===== config.mk =====
export PLATFORM = sky130hd
export DESIGN_NAME = quiz_judge_n
export DESIGN_NICKNAME = d
export VERILOG_FILES = /design/src/rtl/quiz_judge_n_pkg.sv /design/src/rtl/quiz_judge_n_key_sync_edge.sv /design/src/rtl/quiz_judge_n.sv
export SDC_FILE = /design/constraint.sdc
export NUM_CORES = 1
export LEC_CHECK = 0
export ABC_CLOCK_PERIOD_IN_PS = 3400
export CAP_MARGIN = 20
export CORE_AREA = 10 10 97 107
export CTS_CLUSTER_SIZE = 16
export DETAILED_ROUTE_END_ITERATION = 12
export DIE_AREA = 0 0 107 117
export HOLD_SLACK_MARGIN = 0.08
export MAX_ROUTING_LAYER = met4
export PLACE_DENSITY = 0.67
export REMOVE_ABC_BUFFERS = 1
export SLEW_MARGIN = 20
export SYNTH_ARGS = -nofsm -noshare
export SYNTH_HDL_FRONTEND = slang
export SYNTH_SLANG_ARGS = --single-unit

===== constraint.sdc =====
create_clock -name clk -period 3.4 [get_ports clk]
set_input_delay 0.68 -clock clk [delete_from_list [all_inputs] [get_ports clk]]
set_output_delay 0.68 -clock clk [all_outputs]
set_load 0.005 [all_outputs]

===== src/rtl/quiz_judge_n_pkg.sv =====
// Shared definitions for the quiz judge: FSM state encoding and the
// active-low LED/buzzer drive levels, reused by the display logic.
package quiz_judge_n_pkg;

    typedef enum logic [2:0] {
        ST_IDLE    = 3'd0,
        ST_ARMED   = 3'd1,
        ST_LOCKED  = 3'd2,
        ST_TIMEOUT = 3'd3,
        ST_FOUL    = 3'd4
    } state_e;

    localparam logic LED_OFF  = 1'b1;
    localparam logic LED_ON   = 1'b0;
    localparam logic BUZZ_OFF = 1'b1;
    localparam logic BUZZ_ON  = 1'b0;

    // Width of a counter/index holding n distinct values, never below 1 bit.
    function automatic int cnt_width(input int n);
        return (n > 1) ? $clog2(n) : 1;
    endfunction

endpackage


===== src/rtl/quiz_judge_n_key_sync_edge.sv =====
// Two-flop synchroniser plus rising-edge detector for the raw player keys.
// Everything resets to 1 so a key held through reset never looks like a press.
module key_sync_edge #(
    parameter int WIDTH = 4
) (
    input  logic             clk,
    input  logic             rst_n,
    input  logic [WIDTH-1:0] i_key,
    output logic [WIDTH-1:0] o_rise
);

    logic [WIDTH-1:0] r_sync1;
    logic [WIDTH-1:0] r_sync2;
    logic [WIDTH-1:0] r_key_d;

    // Synchronise the asynchronous keys and keep one cycle of history.
    always_ff @(posedge clk) begin
        if (!rst_n) begin
            // NOTE: resetting to 1, not 0, is what suppresses a fake rise after reset.
            r_sync1 <= '1;
            r_sync2 <= '1;
            r_key_d <= '1;
        end else begin
            // NOTE: non-blocking assignments keep the shift chain one stage per clock.
            r_sync1 <= i_key;
            r_sync2 <= r_sync1;
            r_key_d <= r_sync2;
        end
    end

    assign o_rise = r_sync2 & ~r_key_d;

endmodule


===== src/rtl/quiz_judge_n.sv =====
// N-player quiz-buzzer judge: first key rise after the host arms a round
// wins and starts the answer countdown; a rise before arming is a foul.
module quiz_judge_n
    import quiz_judge_n_pkg::*;
#(
    parameter int N_PLAYERS   = 4,
    parameter int TICK_DIV    = 12000000,
    parameter int TIMEOUT_SEC = 30,
    parameter int BUZZ_CYCLES = 6000000
) (
    input  logic                            clk,
    input  logic                            rst_n,
    input  logic                            host_open,
    input  logic                            host_clear,
    input  logic [N_PLAYERS-1:0]            key,
    output logic [N_PLAYERS-1:0]            led_n,
    output logic [cnt_width(N_PLAYERS)-1:0] winner_idx,
    output logic                            winner_vld,
    output logic                            foul_vld,
    output logic [7:0]                      remain_sec,
    output logic                            buzz_n
);

    localparam int W       = cnt_width(N_PLAYERS);
    localparam int PRESC_W = cnt_width(TICK_DIV);
    localparam int BUZZ_W  = cnt_width(BUZZ_CYCLES + 1);

    localparam logic [PRESC_W-1:0] PRESC_LAST = PRESC_W'(TICK_DIV - 1);
    localparam logic [BUZZ_W-1:0]  BUZZ_LOAD  = BUZZ_W'(BUZZ_CYCLES);
    localparam logic [7:0]         SEC_LOAD   = 8'(TIMEOUT_SEC);

    state_e               r_state;
    logic [N_PLAYERS-1:0] r_led_n;
    logic [W-1:0]         r_winner_idx;
    logic [7:0]           r_remain_sec;
    logic [PRESC_W-1:0]   r_presc;
    logic [BUZZ_W-1:0]    r_buzz_cnt;

    state_e               w_state_next;
    logic [N_PLAYERS-1:0] w_led_next;
    logic [W-1:0]         w_idx_next;
    logic [7:0]           w_remain_next;
    logic [PRESC_W-1:0]   w_presc_next;
    logic [BUZZ_W-1:0]    w_buzz_next;

    logic [N_PLAYERS-1:0] w_rise;
    logic                 w_any_rise;
    logic [W-1:0]         w_rise_idx;
    logic [N_PLAYERS-1:0] w_lock_led;

    key_sync_edge #(.WIDTH(N_PLAYERS)) u_key_sync_edge (
        .clk    (clk),
        .rst_n  (rst_n),
        .i_key  (key),
        .o_rise (w_rise)
    );

    assign w_any_rise = |w_rise;

    // Pick the lowest-index rising key and build its LED pattern.
    always_comb begin
        // NOTE: every always_comb output gets a default first so no latch is inferred.
        w_rise_idx = '0;
        for (int i = N_PLAYERS - 1; i >= 0; i--) begin
            if (w_rise[i]) w_rise_idx = W'(i);
        end
        w_lock_led             = {N_PLAYERS{LED_OFF}};
        w_lock_led[w_rise_idx] = LED_ON;
    end

    // Next-state and datapath decisions; host_clear beats a key rise beats host_open.
    always_comb begin
        w_state_next  = r_state;
        w_led_next    = r_led_n;
        w_idx_next    = r_winner_idx;
        w_remain_next = r_remain_sec;
        w_presc_next  = r_presc;
        w_buzz_next   = (r_buzz_cnt != '0) ? r_buzz_cnt - 1'b1 : r_buzz_cnt;

        if (host_clear) begin
            w_state_next  = ST_IDLE;
            w_led_next    = {N_PLAYERS{LED_OFF}};
            w_idx_next    = '0;
            w_remain_next = '0;
            w_presc_next  = '0;
            w_buzz_next   = '0;
        end else begin
            unique case (r_state)
                ST_IDLE: begin
                    if (w_any_rise) begin
                        w_state_next = ST_FOUL;
                        w_led_next   = w_lock_led;
                        w_idx_next   = w_rise_idx;
                        w_buzz_next  = BUZZ_LOAD;
                    end else if (host_open) begin
                        w_state_next = ST_ARMED;
                    end
                end
                ST_ARMED: begin
                    if (w_any_rise) begin
                        w_state_next  = ST_LOCKED;
                        w_led_next    = w_lock_led;
                        w_idx_next    = w_rise_idx;
                        w_remain_next = SEC_LOAD;
                        w_presc_next  = '0;
                    end
                end
                ST_LOCKED: begin
                    if (r_presc == PRESC_LAST) begin
                        w_presc_next = '0;
                        if (r_remain_sec <= 8'd1) begin
                            w_remain_next = '0;
                            w_state_next  = ST_TIMEOUT;
                            w_buzz_next   = BUZZ_LOAD;
                        end else begin
                            w_remain_next = r_remain_sec - 8'd1;
                        end
                    end else begin
                        w_presc_next = r_presc + 1'b1;
                    end
                end
                ST_TIMEOUT: begin
                    w_remain_next = '0;
                end
                ST_FOUL: begin
                end
                default: begin
                    w_state_next = ST_IDLE;
                    w_led_next   = {N_PLAYERS{LED_OFF}};
                    w_idx_next   = '0;
                end
            endcase
        end
    end

    // FSM state register.
    always_ff @(posedge clk) begin
        if (!rst_n) r_state <= ST_IDLE;
        else        r_state <= w_state_next;
    end

    // Registered outputs, countdown prescaler and buzzer timer.
    always_ff @(posedge clk) begin
        if (!rst_n) begin
            r_led_n      <= {N_PLAYERS{LED_OFF}};
            r_winner_idx <= '0;
            r_remain_sec <= '0;
            r_presc      <= '0;
            r_buzz_cnt   <= '0;
        end else begin
            r_led_n      <= w_led_next;
            r_winner_idx <= w_idx_next;
            r_remain_sec <= w_remain_next;
            r_presc      <= w_presc_next;
            r_buzz_cnt   <= w_buzz_next;
        end
    end

    assign led_n      = r_led_n;
    assign winner_idx = r_winner_idx;
    assign winner_vld = (r_state == ST_LOCKED) || (r_state == ST_TIMEOUT);
    assign foul_vld   = (r_state == ST_FOUL);
    assign remain_sec = r_remain_sec;
    assign buzz_n     = (r_buzz_cnt != '0) ? BUZZ_ON : BUZZ_OFF;

endmodule


==> impl_metrics.json <==
{
  "intPower_mw": 2.02,
  "outcome": "completed",
  "yosys-top-cells-area": "dfxtp_1 42%, nor2_1 5.4%, xor2_1 4.9%",
  "r2r_slack_ns": 0.71,
  "synth.avg_cell_area_sq_um": 8.50,
  "synth-seq-area-share_pct": 42.3,
  "wl_met3_um": 227,
  "hold_depth": 1,
  "tns_ns": 0,
  "drive_above_1_share_pct": 7.28,
  "min-delay-start": "u_key_sync_edge.r_sync1[2]",
  "antennaDiodeCount": 0,
  "synth_warnings": 0,
  "wl_met2_um": 3900,
  "hold_path_end": "u_key_sync_edge.r_sync2[2]",
  "std_cell_rows": 35,
  "min_path_type": "flop to flop",
  "final_hold_viol_count": 0,
  "crit_type": "flop to output port",
  "slew_headroom_pct": 39.7,
  "met1Wirelength_um": 3790,
  "critPathTopFamily": "simple AND/OR/NAND/NOR gates",
  "power_frac_clock_pct": 23.7,
  "cap_violations": 0,
  "areaGrowthSynthToFinish_pct": 15.7,
  "synthTopCellsByCount": "76 x dfxtp_1, 52 x nor2_1, 43 x nand2_1",
  "startpoint": "r_buzz_cnt[16]",
  "drtIter0Drc": 142,
  "ioPinCount": 25,
  "arrival_ns": 2.36,
  "die_h_um": 117,
  "synth_top_area_share_pct": 42.3,
  "seq_power_share_pct": 34.8,
  "ys_types": 50,
  "ant_nets": 0,
  "wl_um": 8020,
  "ys_seq_elements": 76,
  "clkLatencyLatePin_ns": 0.35,
  "dr.pass1.iters": 6,
  "swShare_pct": 38.1,
  "worst-path-buf-inv": 1,
  "cp-end-kind": "output port",
  "power_density_nw_per_um2": 785,
  "clock_skew_ns": 0.00682,
  "core_area_sq_um": 8230,
  "async_flop_share_pct": 0,
  "grt_overflow": 0,
  "synth_top_cell_by_area": "dfxtp_1",
  "clk_pin_slew_worst_paths_ns": 0.08,
  "portBuffers": 24,
  "utilization_pct": 50.5,
  "cts_resized": 0,
  "crit_required_ns": 2.72,
  "yosysMostFrequentCell": "dfxtp_1",
  "r2r_cells": 6,
  "worst_pin_slew_ns": 0.901,
  "hold_slack_ns": 0.410,
  "grt_pass1_wl_um": 13800,
  "slew_viol_final": 0,
  "chipWidth_um": 107,
  "crit_chain": "or4_4 > nor4_4 > and3_2 > clkdlybuf4s50_1",
  "hpwl_um": 5690,
  "viasPerCell": 5.47,
  "nets": 460,
  "slowest_stage": "or4_4",
  "syn_inst": 423,
  "highest_layer": "met4",
  "p_sw_mw": 1.24,
  "place_congestion": 0.850,
  "peakVddDrop_v": 0.000377,
  "cts_buffer_depth": 2,
  "timing.rr.end": "r_buzz_cnt[1]",
  "dpl.cell_count": 548,
  "pwr-share-comb_pct": 41.5,
  "cts_setup_buffers": 0,
  "start_util_pct": 43.7,
  "synth_edf_count": 0,
  "antenna_found_initial": 0,
  "vias": 3087,
  "cts_tree": "done",
  "leakagePower_nw": 1.52,
  "htreeDepth": 3,
  "track_usage_pct": 13.7,
  "numCtsBuffers": 9,
  "die-area_sq_um": 12500,
  "ys.flop_type": "dfxtp_1",
  "root_buffer": "clkbuf_8",
  "slowest_delay_ns": 0.59,
  "startpoint_type": "flop",
  "stdcell_count": 564,
  "syn_area_sq_um": 3590,
  "wire_per_inst_um": 14.2,
  "period_share_pct": 89.3,
  "grt_pass1_vias": 2914,
  "grt_max_degree": 20,
  "rsz0062_at_grt": "false",
  "path_max_fanout": 6,
  "fmax_mhz": 329,
  "clock_sinks": 76,
  "drc": 0,
  "finalSetupViolations": 0,
  "fin_crit_ns": 3.04,
  "cts_hold_buf": 0,
  "reg2reg_from": "u_key_sync_edge.r_key_d[0]",
  "fill_cells": 822
}
## how the worst max path moves through the flow
stage,to,slack (ns),depth (start not counted)
final,buzz_n,0.36,4
after global routing,buzz_n,0.24,5
after CTS,buzz_n,0.34,4
after detailed placement,r_presc[10],0.52,5
after global placement,r_presc[10],0.67,5
after floorplan,r_buzz_cnt[1],1.29,6
## state kept, by name (all words and copies together), names as in the netlist
register	count
r_state	3
u_key_sync_edge.r_sync1	4
r_buzz_cnt	23
r_presc	24
winner_idx	2
led_n	4
remain_sec	8
u_key_sync_edge.r_key_d	4
u_key_sync_edge.r_sync2	4
## routing by layer
layer | up-vias | GRT usage, %
li1 | 1571 | -
met2 | 49 | 22.6
met1 | 1454 | 15.9
met4 | 0 | 5.42
met5 | - | -
met3 | 13 | 2.90
## cells in the final DEF, fill, tap and decap left out, types with 10 or more instances in the layout
cell type / Yosys / routed
nand2b_1: 19 / 19
nand2_1: 43 / 43
dfxtp_1: 76 / 76
a21oi_1: 27 / 27
o21ai_0: 13 / 13
clkdlybuf4s50_1: 0 / 24
clkbuf_8: 0 / 10
and3_1: 10 / 10
nor2_1: 52 / 52
xor2_1: 20 / 20
nand4_1: 15 / 15
nor3_1: 15 / 15
nand3_1: 16 / 16
xnor2_1: 12 / 12
## worst register-to-register path, stage by stage, from the launching register on
cell and delay [ns]:
dfxtp_1 0.31, nand2b_1 0.17, nand4_1 0.31, and3_1 0.32, a31oi_1 0.67, nand2_1 0.52, a211oi_1 0.31
## layout make-up
| type | instances | area, sq um | area share, % |
|---|---|---|---|
| Timing Repair Buffer | 29 | 278 | 6.68 |
| Clock buffer | 10 | 138 | 3.31 |
| Clock inverter | 6 | 87.6 | 2.11 |
| Multi-Input combinational cell | 326 | 1970 | 47.4 |
| Tap cell | 111 | 139 | 3.34 |
| Inverter | 6 | 22.5 | 0.542 |
| Sequential cell | 76 | 1520 | 36.6 |
## kinds of logic after synthesis
logic type,share of synthesized area (%)
buffers and inverters,2.82
and+or+nand+nor,33.4
AOI/OAI and AO/OA,12.3
DFF,42.3
xor gates and xnor gates,7.80
adders and majority gates,1.39
## through the flow
stage          power [mW]  cell area, sq um  worst slack, ns
6_report             3.26              4160            0.365
5_1_grt              3.52              4160            0.243
4_1_cts              3.28              4160            0.339
3_5_place_dp         2.50              3930            0.521
3_3_place_gp         2.48              3930            0.673
2_1_floorplan        2.23              3520             1.29
## power groups by stage
stage | combinational [mW] | clock (mW) | sequential [mW]
global route | 1.54 | 0.817 | 1.16
detailed placement | 1.34 | 0 | 1.16
global placement | 1.33 | 0 | 1.15
CTS | 1.35 | 0.790 | 1.14
floorplan | 1.10 | 0 | 1.13
finish | 1.35 | 0.773 | 1.14
(Power assumes the default switching activity.)
